<file path="config.mk">
export PLATFORM = sky130hd
export DESIGN_NAME = saa_writer
export DESIGN_NICKNAME = d
export VERILOG_FILES = /design/src/rtl/saa_writer.sv
export SDC_FILE = /design/constraint.sdc
export NUM_CORES = 1
export LEC_CHECK = 0
export BUFFER_PORTS_ARGS = -buffer_cell sky130_fd_sc_hd__buf_4
export CORE_ASPECT_RATIO = 1.2
export CORE_UTILIZATION = 60
export DETAILED_ROUTE_END_ITERATION = 10
export GPL_TIMING_DRIVEN = 0
export PLACE_DENSITY = 0.79
export SLEW_MARGIN = 15
export SYNTH_ARGS = -nofsm -noshare
export SYNTH_HDL_FRONTEND = slang
export SYNTH_SLANG_ARGS = --single-unit
</file>
<file path="constraint.sdc">
create_clock -name clk_sys -period 9.8 [get_ports clk_sys]
set_clock_uncertainty 0.05 [all_clocks]
set_input_delay 1.96 -clock clk_sys [delete_from_list [all_inputs] [get_ports clk_sys]]
set_output_delay 1.96 -clock clk_sys [all_outputs]
set_load 0.02 [all_outputs]
</file>
<file path="src/rtl/saa_writer.sv">
// SAA1099 register writer: a 4-deep {addr,data} request FIFO feeding a
// ce-paced bus sequencer that issues an address phase then a data phase.
module saa_writer #(
    parameter int WR_LEN     = 2,
    parameter int GAP        = 1,
    parameter int ADDR_CACHE = 1
) (
    input  logic       clk_sys,
    input  logic       rst,
    input  logic       ce,
    input  logic       req_valid,
    output logic       req_ready,
    input  logic [7:0] req_addr,
    input  logic [7:0] req_data,
    output logic       cs_n,
    output logic       a0,
    output logic       wr_n,
    output logic [7:0] dout,
    output logic       busy
);
    typedef enum logic [2:0] {S_IDLE, S_SETUP, S_STROBE, S_HOLD, S_GAP} state_t;

    localparam logic [3:0] STROBE_LAST = 4'(WR_LEN - 1);
    localparam logic [3:0] GAP_LAST    = 4'(GAP - 1);

    // request FIFO
    logic [15:0] fifo_q [4];
    logic [1:0]  wp_q, rp_q;
    logic [2:0]  cnt_q, cnt_d;
    logic        rdy_q;
    logic        push, pop;
    logic [15:0] head;

    // sequencer
    state_t      state_q, state_d;
    logic [3:0]  tick_q, tick_d;
    logic        aph_q, aph_d;
    logic [7:0]  wdata_q, wdata_d;
    logic [7:0]  caddr_q, caddr_d;
    logic        cvld_q, cvld_d;
    logic        a0_q, a0_d;
    logic [7:0]  dout_q, dout_d;
    logic        cs_n_q, cs_n_d;
    logic        wr_n_q, wr_n_d;
    logic        hit;

    assign push  = req_valid & rdy_q;
    assign head  = fifo_q[rp_q];
    assign cnt_d = cnt_q + {2'b00, push} - {2'b00, pop};
    assign hit   = (ADDR_CACHE != 0) && cvld_q && (head[15:8] == caddr_q);

    always_ff @(posedge clk_sys) begin
        if (push) fifo_q[wp_q] <= {req_addr, req_data};
    end

    // ready is registered from the post-update count, so a pop frees a slot
    // for the following cycle and reset holds it low for one edge
    always_ff @(posedge clk_sys) begin
        if (rst) begin
            wp_q  <= 2'd0;
            rp_q  <= 2'd0;
            cnt_q <= 3'd0;
            rdy_q <= 1'b0;
        end else begin
            if (push) wp_q <= wp_q + 2'd1;
            if (pop)  rp_q <= rp_q + 2'd1;
            cnt_q <= cnt_d;
            rdy_q <= (cnt_d != 3'd4);
        end
    end

    always_comb begin
        state_d = state_q;
        tick_d  = tick_q;
        aph_d   = aph_q;
        wdata_d = wdata_q;
        caddr_d = caddr_q;
        cvld_d  = cvld_q;
        a0_d    = a0_q;
        dout_d  = dout_q;
        pop     = 1'b0;
        if (ce) begin
            case (state_q)
                S_IDLE: begin
                    if (cnt_q != 3'd0) begin
                        pop     = 1'b1;
                        wdata_d = head[7:0];
                        state_d = S_SETUP;
                        if (hit) begin
                            aph_d  = 1'b0;
                            a0_d   = 1'b0;
                            dout_d = head[7:0];
                        end else begin
                            aph_d  = 1'b1;
                            a0_d   = 1'b1;
                            dout_d = head[15:8];
                        end
                    end
                end
                S_SETUP: begin
                    tick_d  = 4'd0;
                    state_d = S_STROBE;
                end
                S_STROBE: begin
                    if (tick_q == STROBE_LAST) state_d = S_HOLD;
                    else                       tick_d  = tick_q + 4'd1;
                end
                S_HOLD: begin
                    tick_d  = 4'd0;
                    state_d = S_GAP;
                    // dout still carries the register number during an address phase
                    if (aph_q) begin
                        caddr_d = dout_q;
                        cvld_d  = 1'b1;
                    end
                end
                S_GAP: begin
                    if (tick_q != GAP_LAST) begin
                        tick_d = tick_q + 4'd1;
                    end else if (aph_q) begin
                        aph_d   = 1'b0;
                        a0_d    = 1'b0;
                        dout_d  = wdata_q;
                        state_d = S_SETUP;
                    end else begin
                        state_d = S_IDLE;
                    end
                end
                default: state_d = S_IDLE;
            endcase
        end
        cs_n_d = !(state_d == S_SETUP || state_d == S_STROBE || state_d == S_HOLD);
        wr_n_d = (state_d != S_STROBE);
    end

    always_ff @(posedge clk_sys) begin
        if (rst) begin
            state_q <= S_IDLE;
            tick_q  <= 4'd0;
            aph_q   <= 1'b0;
            wdata_q <= 8'h00;
            caddr_q <= 8'h00;
            cvld_q  <= 1'b0;
            a0_q    <= 1'b0;
            dout_q  <= 8'h00;
            cs_n_q  <= 1'b1;
            wr_n_q  <= 1'b1;
        end else begin
            state_q <= state_d;
            tick_q  <= tick_d;
            aph_q   <= aph_d;
            wdata_q <= wdata_d;
            caddr_q <= caddr_d;
            cvld_q  <= cvld_d;
            a0_q    <= a0_d;
            dout_q  <= dout_d;
            cs_n_q  <= cs_n_d;
            wr_n_q  <= wr_n_d;
        end
    end

    assign req_ready = rdy_q;
    assign cs_n      = cs_n_q;
    assign wr_n      = wr_n_q;
    assign a0        = a0_q;
    assign dout      = dout_q;
    assign busy      = (cnt_q != 3'd0) || (state_q != S_IDLE);
endmodule

</file>
=== Yosys cells after proc, flatten, opt, wreduce, memory -nomap -nowiden ===
Memory sizes are Yosys's and may differ from the RTL's. A register that Yosys moved wholly into a read port is not among the register bits.
Index checks and enable logic that the tools add are counted.

* Bits in registers: 44
* Memory bits (writable): 64
* Word-level logic and storage cells: 82
* Memories: 1

* $add $sub $neg: 5
* Equality and inequality tests: 16
* Muxes and demuxes: 28
* Bitwise logic cells: 1
* Reductions and logical operators: 17

{| class="wikitable"
|+ Memories
! memory !! words !! bits a word !! read ports !! clocked after Yosys merged registers in !! write ports !! RTL line !! source
|-
| fifo_q || 4 || 16 || 1 || 1 || 1 || 27 || <nowiki>logic [15:0] fifo_q [4];</nowiki>
|}

{| class="wikitable"
|+ Operators by type and width
! operator !! number
|-
| 8-bit two-way mux || 4
|-
| 8-bit case mux with 2 select lines || 1
|-
| 3-bit case mux with 5 select lines || 1
|-
| 3-bit by 2-bit equality test with 1-bit output, second input constant || 4
|-
| 3-bit two-way mux || 4
|-
| 4-bit case mux with 3 select lines || 1
|-
| 1-bit two-way mux || 11
|-
| 2-bit != test, second input constant || 5
|-
| 3-bit nonzero test || 3
|-
| 8-bit equality test || 1
|-
| 4-bit two-way mux || 2
|-
| 4-bit AND reduction || 2
|-
| 3-bit by 1-bit equality test with 1-bit output, second input constant || 2
|-
| 3-bit AND reduction || 2
|-
| 5-bit AND reduction || 1
|-
| 2-bit by 1-bit adder with 2-bit output, second input constant || 2
|-
| 4-bit by 1-bit adder with 4-bit output, second input constant || 1
|-
| 4-bit by 1-bit equality test with 1-bit output, second input constant || 1
|-
| 2-bit two-way mux || 2
|-
| 1-bit case mux with 2 select lines || 2
|-
| 4-bit nonzero test || 1
|-
| 3-bit by 1-bit adder with 3-bit output || 1
|-
| 3-bit equality test, second input constant || 1
|-
| 3-bit logical NOT || 1
|-
| 9 further kinds || 11
|}

=== Longest topological paths before layout ===
Gate-level depths: netlist of run 1.

* Depth after elaboration: 8
* Depth in mapped cells: 13

=== Worst setup path before layout of run 1 ===
No wires, ideal clock.

* Kind: input -> register
* Start point: in ce
* End point: reg rdy_q (netlist: req_ready)
* Library setup time: 128 ps
* Arrival time: 4,363 ps
* Data required time: 9,622 ps
* Path slack: 5,259 ps
* Stages on the path: 12
* Path buffers: 1
* Cell sequence: or3b_2 -> nor3_2 -> buf_4 -> ha_1 -> inv_1 -> ha_1 -> inv_1 -> fa_1 -> xor2_1 -> xnor2_1 -> nor3b_1 -> nor2_1

* Cells in the longest elaborated chain, start to end: 3

{| class="wikitable"
|+ RTL lines
! element !! RTL line !! source
|-
| start: declaration || 10 || <nowiki>input logic ce,</nowiki>
|-
| 1-bit two-way mux || 82 || <nowiki>if (ce) begin</nowiki>
|-
| via pop || 31 || <nowiki>logic push, pop;</nowiki>
|-
| 3-bit by 1-bit subtractor with 3-bit output || 49 || <nowiki>assign cnt_d = cnt_q + {2'b00, push} - {2'b00, pop};</nowiki>
|-
| 3-bit != test || 68 || <nowiki>rdy_q <= (cnt_d != 3'd4);</nowiki>
|-
| end signal: assignment || 68 ||
|-
| end: declaration || 30 || <nowiki>logic rdy_q;</nowiki>
|}

The timed path passes the listed nets, and every way through them passes these cells.
A chain may end at the register's enable or synchronous reset.

=== Final worst setup path of run 1 ===
Same ends and word-level chain as after synthesis.

==> impl_metrics.json, run 1 <==
{
  "fin_crit_sh": 0.4696,
  "synth-edff-count": 64,
  "antenna_found_initial": 0,
  "yosysWarnings": 0,
  "io_buffers": 31,
  "cellPowerDensity_nw_per_um2": 239.0,
  "min_path_type": "reg2reg",
  "ys_ff_latch": 110,
  "post_cts_buffers": 0,
  "crit_chain": "buf_4, or3b_2, nor3_2, buf_4, ha_1, inv_1, ha_1, inv_1, fa_1, xor2_1, xnor2_1, nor3b_1, nor2_1",
  "synthTopCellsByArea": "edfxtp_1 42%, dfxtp_1 20%, mux4_2 4.9%",
  "cts_buffer_depth": 2,
  "path_clk_slew_ns": 0.10,
  "core-area_sq_um": 7360,
  "fp.dieW_um": 82.17,
  "n_antenna_cell": 0,
  "crit_path_max_incr_delay_ns": 0.51,
  "post-route-util": 0.7008,
  "grt_pass1_wl_um": 13430,
  "arrival_ns": 4.79,
  "gp_congestion": 0.8271,
  "postRouteAntennaNets": 0,
  "synthFlopType": "edfxtp_1",
  "cp-endpoint": "req_ready$_SDFF_PP0_",
  "hold_viol": 0,
  "grtUsageTotal": 0.2304,
  "maxSlewHeadroom": 0.3881,
  "crit_path_start_kind": "primary input",
  "die_area_sq_um": 8068,
  "fill_cells": 514,
  "clock_latency_ns": 0.37,
  "dp_hpwl_um": 5845,
  "peakVddDrop_v": 0.0001726,
  "drt_iter0_drc": 200,
  "worst-path-max-fanout": 10,
  "rows": 34,
  "syn_area_per_cell_sq_um": 13.65,
  "criticalPathCategory": "in2reg",
  "cts_buffers": 9,
  "maxCapViolCount": 0,
  "grt_use_met1": 0.2713,
  "crit_slowest_cell": "or3b_2",
  "nets": 411,
  "max_freq_mhz": 217.3,
  "grt_use_met3": 0.04673,
  "start_util": 0.6287,
  "r2r_cells": 13,
  "finalWirelength_um": 8429,
  "min_period_ns": 4.602,
  "rsz0062_at_grt": "false",
  "drc": 0,
  "cp-end-kind": "flop",
  "p_leak_nw": 1.859,
  "ff2ff_setup_slack_ns": 6.33,
  "cts_resized": 0,
  "async_flop_share": 0,
  "clock_sinks": 110,
  "crit_required_ns": 9.99,
  "ioPinCount": 33,
  "yosysTopAreaCellShare": 0.4154,
  "slew_violations": 0,
  "num_vias": 2805,
  "reg2reg_to": "req_ready$_SDFF_PP0_",
  "overflow": 0,
  "grt_max_degree": 21,
  "wl_per_cell_um": 17.71,
  "setup_tns_ns": 0,
  "r2r-start": "state_q[1]$_SDFF_PP0_",
  "die_h_um": 98.20,
  "synth.distinct_cells": 49,
  "worst_pin_slew_ns": 0.9179,
  "yosysTopAreaCell": "edfxtp_1",
  "viasPerCell": 5.893,
  "cts_tree": "yes",
  "synth_nets": 369,
  "root_buffer": "clkbuf_8",
  "hold_buffers": 0,
  "grt-busiest-layer": "met2",
  "met2_usage": 0.4113,
  "syn_area_sq_um": 4627,
  "setup-violations-final": 0,
  "area_growth_pct": 11.47,
  "layout-drive-gt1-share": 0.1969,
  "firstDrtPassIters": 4,
  "status": "finished clean",
  "syn_inst": 339,
  "setup.worst_path.start": "ce",
  "yosysSeqAreaShare": 0.6144,
  "grt_pass1_vias": 2788,
  "cts_max_level": 3
}
worst min path at each step:
stage	start	endpoint	slack, ns	cells after the start
after floorplan	wdata_q[1]$_SDFFE_PP0P_	wdata_q[1]$_SDFFE_PP0P_	0.41	2
after global placement	a0$_SDFFE_PP0P_	a0$_SDFFE_PP0P_	0.42	2
after detailed placement	a0$_SDFFE_PP0P_	a0$_SDFFE_PP0P_	0.43	2
after CTS	a0$_SDFFE_PP0P_	a0$_SDFFE_PP0P_	0.44	2
after global routing	a0$_SDFFE_PP0P_	a0$_SDFFE_PP0P_	0.47	2
final	a0$_SDFFE_PP0P_	a0$_SDFFE_PP0P_	0.45	2
critical path, delay by kind of cell:
family        cells  cell delay, ns
xor+xnor          2            0.31
buf+inv           4            0.51
fa+ha+maj         3            0.75
simple gates      4            1.24
layer usage:
metal  routed length (um)  vias to the layer above  part of all wire
met1                 3560                     1382              0.42
met3                  265                       14             0.031
li1                     -                     1342                 -
met4                  181                        0             0.021
met5                    0                        -                 0
met2                 4421                       67              0.52
cells in the final DEF (no fill, tap or decap), types with 2 or more instances in the layout:
| cell | instances |
|---|---|
| nor2b_1 | 2 |
| and3_1 | 5 |
| edfxtp_1 | 64 |
| o21ai_0 | 7 |
| mux2i_1 | 21 |
| a211o_1 | 3 |
| o41ai_1 | 2 |
| nand2b_1 | 4 |
| xnor2_1 | 11 |
| nor3_1 | 5 |
| nand4_1 | 2 |
| buf_6 | 2 |
| o2bb2ai_1 | 5 |
| xor2_1 | 6 |
| or3b_2 | 3 |
| inv_8 | 2 |
| mux4_2 | 10 |
| nor3b_1 | 2 |
| nor2_1 | 48 |
| inv_1 | 8 |
| ha_1 | 9 |
| o31ai_1 | 2 |
| mux4_1 | 5 |
| inv_6 | 2 |
| and2_1 | 2 |
| a211oi_1 | 3 |
| buf_4 | 33 |
| buf_2 | 5 |
| o21a_1 | 2 |
| nand2_1 | 10 |
| a21oi_1 | 15 |
| nand3b_1 | 2 |
| clkbuf_1 | 6 |
| clkbuf_8 | 9 |
| nand3_1 | 4 |
| dfxtp_1 | 46 |
registers in the layout, indices dropped and copies added, names as in the netlist, named ones only:
register   flops
cvld_q         1
dout           8
wp_q           2
a0             1
req_ready      1
rp_q           2
cnt_q          3
tick_q         4
wr_n           1
fifo_q        64
cs_n           1
caddr_q        8
aph_q          1
state_q        3
wdata_q        8
cells by family (layout without fill, tap and decap cells):
kind of cell | count (synthesis) | after routing | share of synthesized area
xor+xnor | 17 | 17 | 0.03218
simple gates | 96 | 96 | 0.1071
mux | 36 | 36 | 0.1225
flops | 110 | 110 | 0.6144
compound gates | 46 | 46 | 0.06950
fa+ha+maj | 10 | 10 | 0.02866
buf+inv | 24 | 71 | 0.02569
through the flow:
| stage | cells | area [sq um] | power, mW | setup slack, ns | hold slack [ns] |
|---|---|---|---|---|---|
| after global routing | 476 | 5157 | 1.298 | 4.994 | 0.4658 |
| after detailed placement | 460 | 4972 | 0.9886 | 4.806 | 0.4263 |
| after CTS | 476 | 5157 | 1.238 | 5.188 | 0.4413 |
| after floorplan | 339 | 4627 | 0.8772 | 5.259 | 0.4102 |
| after global placement | 460 | 4972 | 0.9769 | 4.872 | 0.4247 |
| final | 476 | 5157 | 1.233 | 5.198 | 0.4456 |
Yosys cell counts (all sizes together), types with 4 or more instances:
| master | number |
|---|---|
| edfxtp | 64 |
| nor2 | 49 |
| dfxtp | 46 |
| mux2i | 21 |
| a21oi | 15 |
| mux4 | 15 |
| xnor2 | 11 |
| buf | 10 |
| nand2 | 10 |
| ha | 9 |
| inv | 8 |
| o21ai | 8 |
| clkbuf | 6 |
| nor3 | 6 |
| xor2 | 6 |
| and3 | 5 |
| o2bb2ai | 5 |
| nand2b | 4 |
| nand3 | 4 |
layout make-up:
type	instances	area, sq um	share of cell area
clock inverter	7	61.31	0.01189
sequential	110	2843	0.5512
clock buffer	9	123.9	0.02402
tap	90	112.6	0.02183
timing repair buffer	31	232.7	0.04512
multi-input combinational	205	1665	0.3229
inverter	8	30.03	0.005822
buffer	16	88.84	0.01722
where the power goes:
group	switching [mW]	internal, mW
combinational	0.219	0.174
clock	0.158	0.0979
sequential	0.0335	0.550
No activity file was read; power rests on OpenSTA's default activity.
==> run 2: changes to the inputs <==
CORE_UTILIZATION = 54   (was 60)
PLACE_DENSITY = 0.75   (was 0.79)
clock period = 3.7 ns   (was 9.8 ns; I/O delays follow)
==> run 2 against run 1 <==
Net effect: routed wire length up 1.3%; setup slack worse by 4.9 ns; final cell count up 5.0%; combinational power rose to 2.6 times the previous value; power rose to 2.8 times the previous value; critical path type is now reg2reg; clock power rose to 3.2 times the previous value; final area up 1.6%; non-clock buffer count unchanged; flip-flop and latch count unchanged; clock-buffer cell count unchanged.
==> impl_metrics.json, run 2 (synthesis results as in run 1) <==
{
  "pwr-share-seq": 0.453,
  "cts_buffer_depth": 2,
  "clock_latency_ns": 0.37,
  "antenna_found_initial": 0,
  "nets": 411,
  "cellPowerDensity_nw_per_um2": 651.6,
  "die_h_um": 103.4,
  "grtUsageTotal": 0.2122,
  "layout_common_cells": "64 x edfxtp_1, 48 x nor2_1, 46 x dfxtp_1, 33 x buf_4, 21 x mux2i_1",
  "min_path_type": "reg2reg",
  "n_antenna_cell": 0,
  "internal_power_mw": 2.318,
  "power_switching_mw": 1.095,
  "arrival_ns": 3.61,
  "finalWirelength_um": 8538,
  "maxCapViolCount": 0,
  "viasPerCell": 5.584,
  "crit_path_start_kind": "flop",
  "placedCellCount": 484,
  "fp.dieW_um": 86.50,
  "p_comb_frac": 0.304,
  "criticalPathCategory": "reg2reg",
  "overflow": 0,
  "p_total_mw": 3.413,
  "io_buffers": 31,
  "largest_reg_flops": 64,
  "p_leak_nw": 1.885,
  "fin_crit_sh": 0.9223,
  "layout-drive-gt1-share": 0.1969,
  "slew_violations": 0,
  "fin_cells": 500,
  "firstDrtPassIters": 4,
  "root_buffer": "clkbuf_8",
  "hold_buffers": 0,
  "grt_max_degree": 21,
  "cp-end-kind": "flop",
  "peakVddDrop_v": 0.0003706,
  "top_register": "fifo_q",
  "max_freq_mhz": 293.0,
  "gp_congestion": 0.8283,
  "final_common_cell": "edfxtp_1",
  "worst-path-max-fanout": 10,
  "cts_max_level": 3,
  "wl_per_cell_um": 17.08,
  "core-area_sq_um": 8198,
  "start_util": 0.5644,
  "drc": 0,
  "die_area_sq_um": 8944,
  "grt_pass1_vias": 2795,
  "status": "finished clean",
  "switching_share": 0.3208,
  "postRouteAntennaNets": 0,
  "setup_tns_ns": 0,
  "clock_sinks": 110,
  "rsz0062_at_grt": "false",
  "drt_iter0_drc": 112,
  "min_period_ns": 3.413,
  "rows": 36,
  "cts_buffers": 9,
  "area_growth_pct": 13.20,
  "hold_viol": 0,
  "post_cts_buffers": 0,
  "ioPinCount": 33,
  "setup-violations-final": 0,
  "num_vias": 2792,
  "crit_required_ns": 3.90,
  "cts_resized": 0,
  "maxSlewHeadroom": 0.3381,
  "worst_pin_slew_ns": 0.9929,
  "post-route-util": 0.6389,
  "dp_hpwl_um": 5888,
  "cts_tree": "yes",
  "grt_pass1_wl_um": 13770,
  "path_clk_slew_ns": 0.11,
  "clkPwrFrac": 0.243
}
==> run 2: cell count changes in the layout (fill, tap and decap cells not counted), sizes merged <==
cell	delta
clkinvlp	-1
clkinv	-1
bufinv	+2
==> run 2: power by group through the flow <==
stage | logic, mW | clock network (mW) | registers (mW)
6_report | 1.04 | 0.830 | 1.55
5_1_grt | 1.15 | 0.882 | 1.56
4_1_cts | 1.05 | 0.836 | 1.55
3_5_place_dp | 1.04 | 0 | 1.58
3_3_place_gp | 1.02 | 0 | 1.57
2_1_floorplan | 0.734 | 0 | 1.59
==> run 2: per-stage QoR <==
step                area (sq um)  hold WS, ns  setup WS (ns)
floorplan                   4627       0.4102         0.3790
CTS                         5238       0.4441         0.2878
finish                      5238       0.4453         0.2874
detailed placement          5002       0.4304       -0.03063
global placement            5002       0.4265        0.02229
global route                5238       0.4766        0.04427
==> run 2: worst max-delay path, cell delays in order, from the launching register on <==
cell and delay (ns):
dfxtp_1 0.33, clkbuf_1 0.19, or3b_2 0.54, nor3_2 0.46, buf_4 0.31, ha_1 0.26, inv_1 0.06, ha_1 0.13
inv_1 0.05, fa_1 0.37, xor2_1 0.16, xnor2_1 0.14, nor3b_1 0.19, nor2_1 0.05
==> run 2: path summary, 6_finish.rpt <==
| check | startpoint | to | depth (start not counted) | slack (ns) |
|---|---|---|---|---|
| setup / recovery | state_q[1]$_SDFF_PP0_ | req_ready$_SDFF_PP0_ | 13 | 0.29 |
| hold / removal | a0$_SDFFE_PP0P_ | a0$_SDFFE_PP0P_ | 2 | 0.45 |
| setup reg to reg | state_q[1]$_SDFF_PP0_ | req_ready$_SDFF_PP0_ | 13 | 0.29 |
| hold reg to reg | a0$_SDFFE_PP0P_ | a0$_SDFFE_PP0P_ | 2 | 0.45 |
==> run 2: final cells by class <==
cell class	count	area (sq um)
plain buffers	16	88.84
repair buffers	31	232.7
clock buffers	9	123.9
multi-input cells	205	1665
well taps	114	142.6
flip-flops and latches	110	2843
clock inverters	7	111.4
fillers	658	2960
inverters	8	30.03
==> run 2: metal layers <==
layer,track usage,up-vias,routed length [um]
met2,0.3803,53,4468
li1,-,1337,-
met5,0,-,0
met1,0.2526,1387,3643
met4,0.07692,0,165
met3,0.04762,15,260
==> run 3: changes to the inputs <==
CORE_UTILIZATION = 45   (was 54)
PLACE_DENSITY = not set   (was 0.75)
TNS_END_PERCENT = 30   (was not set)
==> run 3 against run 2 <==
Net effect: final cell count is 2.4% higher; utilization fell by 11 points; worst hold slack got worse by 0.0037 ns; die area rose by 20%; critical path depth unchanged; register-to-register slack about the same; first-iteration DRC count decreased by 13%; final area increased by 1.4%; flip-flop and latch count did not move; combinational power barely moved; critical endpoint unchanged; largest cell class unchanged.
==> impl_metrics.json, run 3 (synthesis results as in run 1) <==
{
  "setup.worst_path.start": "state_q[1]$_SDFF_PP0_",
  "fin_cells": 512,
  "clock_latency_ns": 0.34,
  "antenna_found_initial": 0,
  "worst_pin_slew_ns": 0.9477,
  "io_buffers": 31,
  "ff2ff_setup_slack_ns": 0.27,
  "worst-path-max-fanout": 10,
  "final_common_cell": "edfxtp_1",
  "path_clk_slew_ns": 0.07,
  "gp_congestion": 0.7399,
  "rows": 40,
  "p_leak_nw": 1.903,
  "crit_cells": 13,
  "path_buf_inv": 4,
  "layout_common_cells": "64 x edfxtp_1, 48 x nor2_1, 46 x dfxtp_1, 33 x buf_4, 21 x mux2i_1",
  "fin_crit_sh": 0.9261,
  "root_buffer": "clkbuf_16",
  "cp_top_family": "simple AND/OR/NAND/NOR gates",
  "setup_slack_ns": 0.2734,
  "setup_tns_ns": 0,
  "dp_hpwl_um": 6081,
  "die_h_um": 113.1,
  "viasPerCell": 5.365,
  "cellPowerDensity_nw_per_um2": 666.1,
  "max_freq_mhz": 291.8,
  "layout-drive-gt1-share": 0.1891,
  "cts_buffers": 9,
  "crit_chain": "clkbuf_1, or3b_2, nor3_2, buf_4, ha_1, inv_1, ha_1, inv_1, fa_1, xor2_1, xnor2_1, nor3b_1, nor2_1",
  "rsz0062_at_grt": "false",
  "hold_buffers": 0,
  "cts_tree": "yes",
  "postRouteAntennaNets": 0,
  "dpl_cell_area_sq_um": 5017,
  "maxSlewHeadroom": 0.3682,
  "cts_buffer_depth": 2,
  "cts_max_level": 3,
  "clock_sinks": 110,
  "post-route-util": 0.5304,
  "min_path_cells": 2,
  "core-area_sq_um": 10010,
  "drc": 0,
  "fp.dieW_um": 94.57,
  "final_area_sq_um": 5309,
  "firstDrtPassIters": 4,
  "num_vias": 2747,
  "peakVddDrop_v": 0.0002702,
  "r2r_cells": 13,
  "largest_reg_flops": 64,
  "place_ws_ns": -0.04980,
  "top_register": "fifo_q",
  "n_antenna_cell": 0,
  "cp-end-kind": "flop",
  "crit_path_start_kind": "flop",
  "setup-violations-final": 0,
  "grt_pass1_wl_um": 13790,
  "finalWirelength_um": 8801,
  "grt_pass1_vias": 2710,
  "start_util": 0.4623,
  "criticalPathCategory": "reg2reg",
  "drt_iter0_drc": 97,
  "crit_required_ns": 3.86,
  "worstHoldEndpoint": "a0$_SDFFE_PP0P_",
  "maxCapViolCount": 0,
  "nets": 411,
  "die_area_sq_um": 10690,
  "fill_cells": 878,
  "crit_path_max_incr_delay_ns": 0.54,
  "slew_violations": 0,
  "wl_per_cell_um": 17.19,
  "grt_max_degree": 18,
  "r2r-start": "state_q[1]$_SDFF_PP0_",
  "p_total_mw": 3.536,
  "reg2reg_to": "req_ready$_SDFF_PP0_",
  "cts_resized": 0,
  "placedCellCount": 496,
  "arrival_ns": 3.59,
  "hp-start": "a0$_SDFFE_PP0P_",
  "ioPinCount": 33,
  "grtUsageTotal": 0.1773,
  "area_growth_pct": 14.74,
  "overflow": 0,
  "hold_ws_ns": 0.4416,
  "post_cts_buffers": 0,
  "crit_slowest_cell": "or3b_2",
  "min_period_ns": 3.427,
  "hold_viol": 0,
  "min_path_type": "reg2reg",
  "status": "finished clean"
}
## run 3: cell types whose count changed in the layout (fill, tap and decap cells not counted), sizes merged
cell,previous run,this run
inv,12,9
bufinv,2,1
clkinv,1,2
clkinvlp,0,1
clkbuf,15,17
## run 3: metal layers
| metal | routed length (um) | global-route usage | up-vias |
|---|---|---|---|
| li1 | - | - | 1340 |
| met1 | 3924 | 0.2163 | 1355 |
| met2 | 4546 | 0.3111 | 41 |
| met3 | 186 | 0.02621 | 11 |
| met4 | 144 | 0.07273 | 0 |
| met5 | 0 | 0 | - |
## run 3: cell type report
cell class / instances / area [sq um] / share of cell area
multi-input cells: 205 / 1665 / 0.3137
inverters: 8 / 30.03 / 0.005656
plain buffers: 16 / 88.84 / 0.01673
well taps: 126 / 157.7 / 0.02970
clock inverters: 5 / 58.81 / 0.01108
repair buffers: 31 / 232.7 / 0.04384
clock buffers: 11 / 232.7 / 0.04384
flip-flops and latches: 110 / 2843 / 0.5355
## run 3: power breakdown
group	switching, mW	internal [mW]	leakage (nW)
clock	0.419	0.527	0.138
sequential	0.0891	1.46	0.955
combinational	0.581	0.462	0.811
total	1.09	2.45	1.90
## run 3: worst max-delay path by stage
| stage | endpoint | slack, ns |
|---|---|---|
| floorplan | req_ready$_SDFF_PP0_ | 0.38 |
| global placement | req_ready$_SDFF_PP0_ | -0.02 |
| detailed placement | req_ready$_SDFF_PP0_ | -0.05 |
| CTS | req_ready$_SDFF_PP0_ | 0.27 |
| global route | req_ready$_SDFF_PP0_ | 0.04 |
| finish | req_ready$_SDFF_PP0_ | 0.27 |
## run 3: worst register-to-register path, stage by stage, from the launching register on
cell and delay, ns:
dfxtp_1 0.32, clkbuf_1 0.20, or3b_2 0.55, nor3_2 0.47, buf_4 0.31, ha_1 0.26
inv_1 0.05, ha_1 0.12, inv_1 0.04, fa_1 0.38, xor2_1 0.16, xnor2_1 0.14
nor3b_1 0.20, nor2_1 0.05
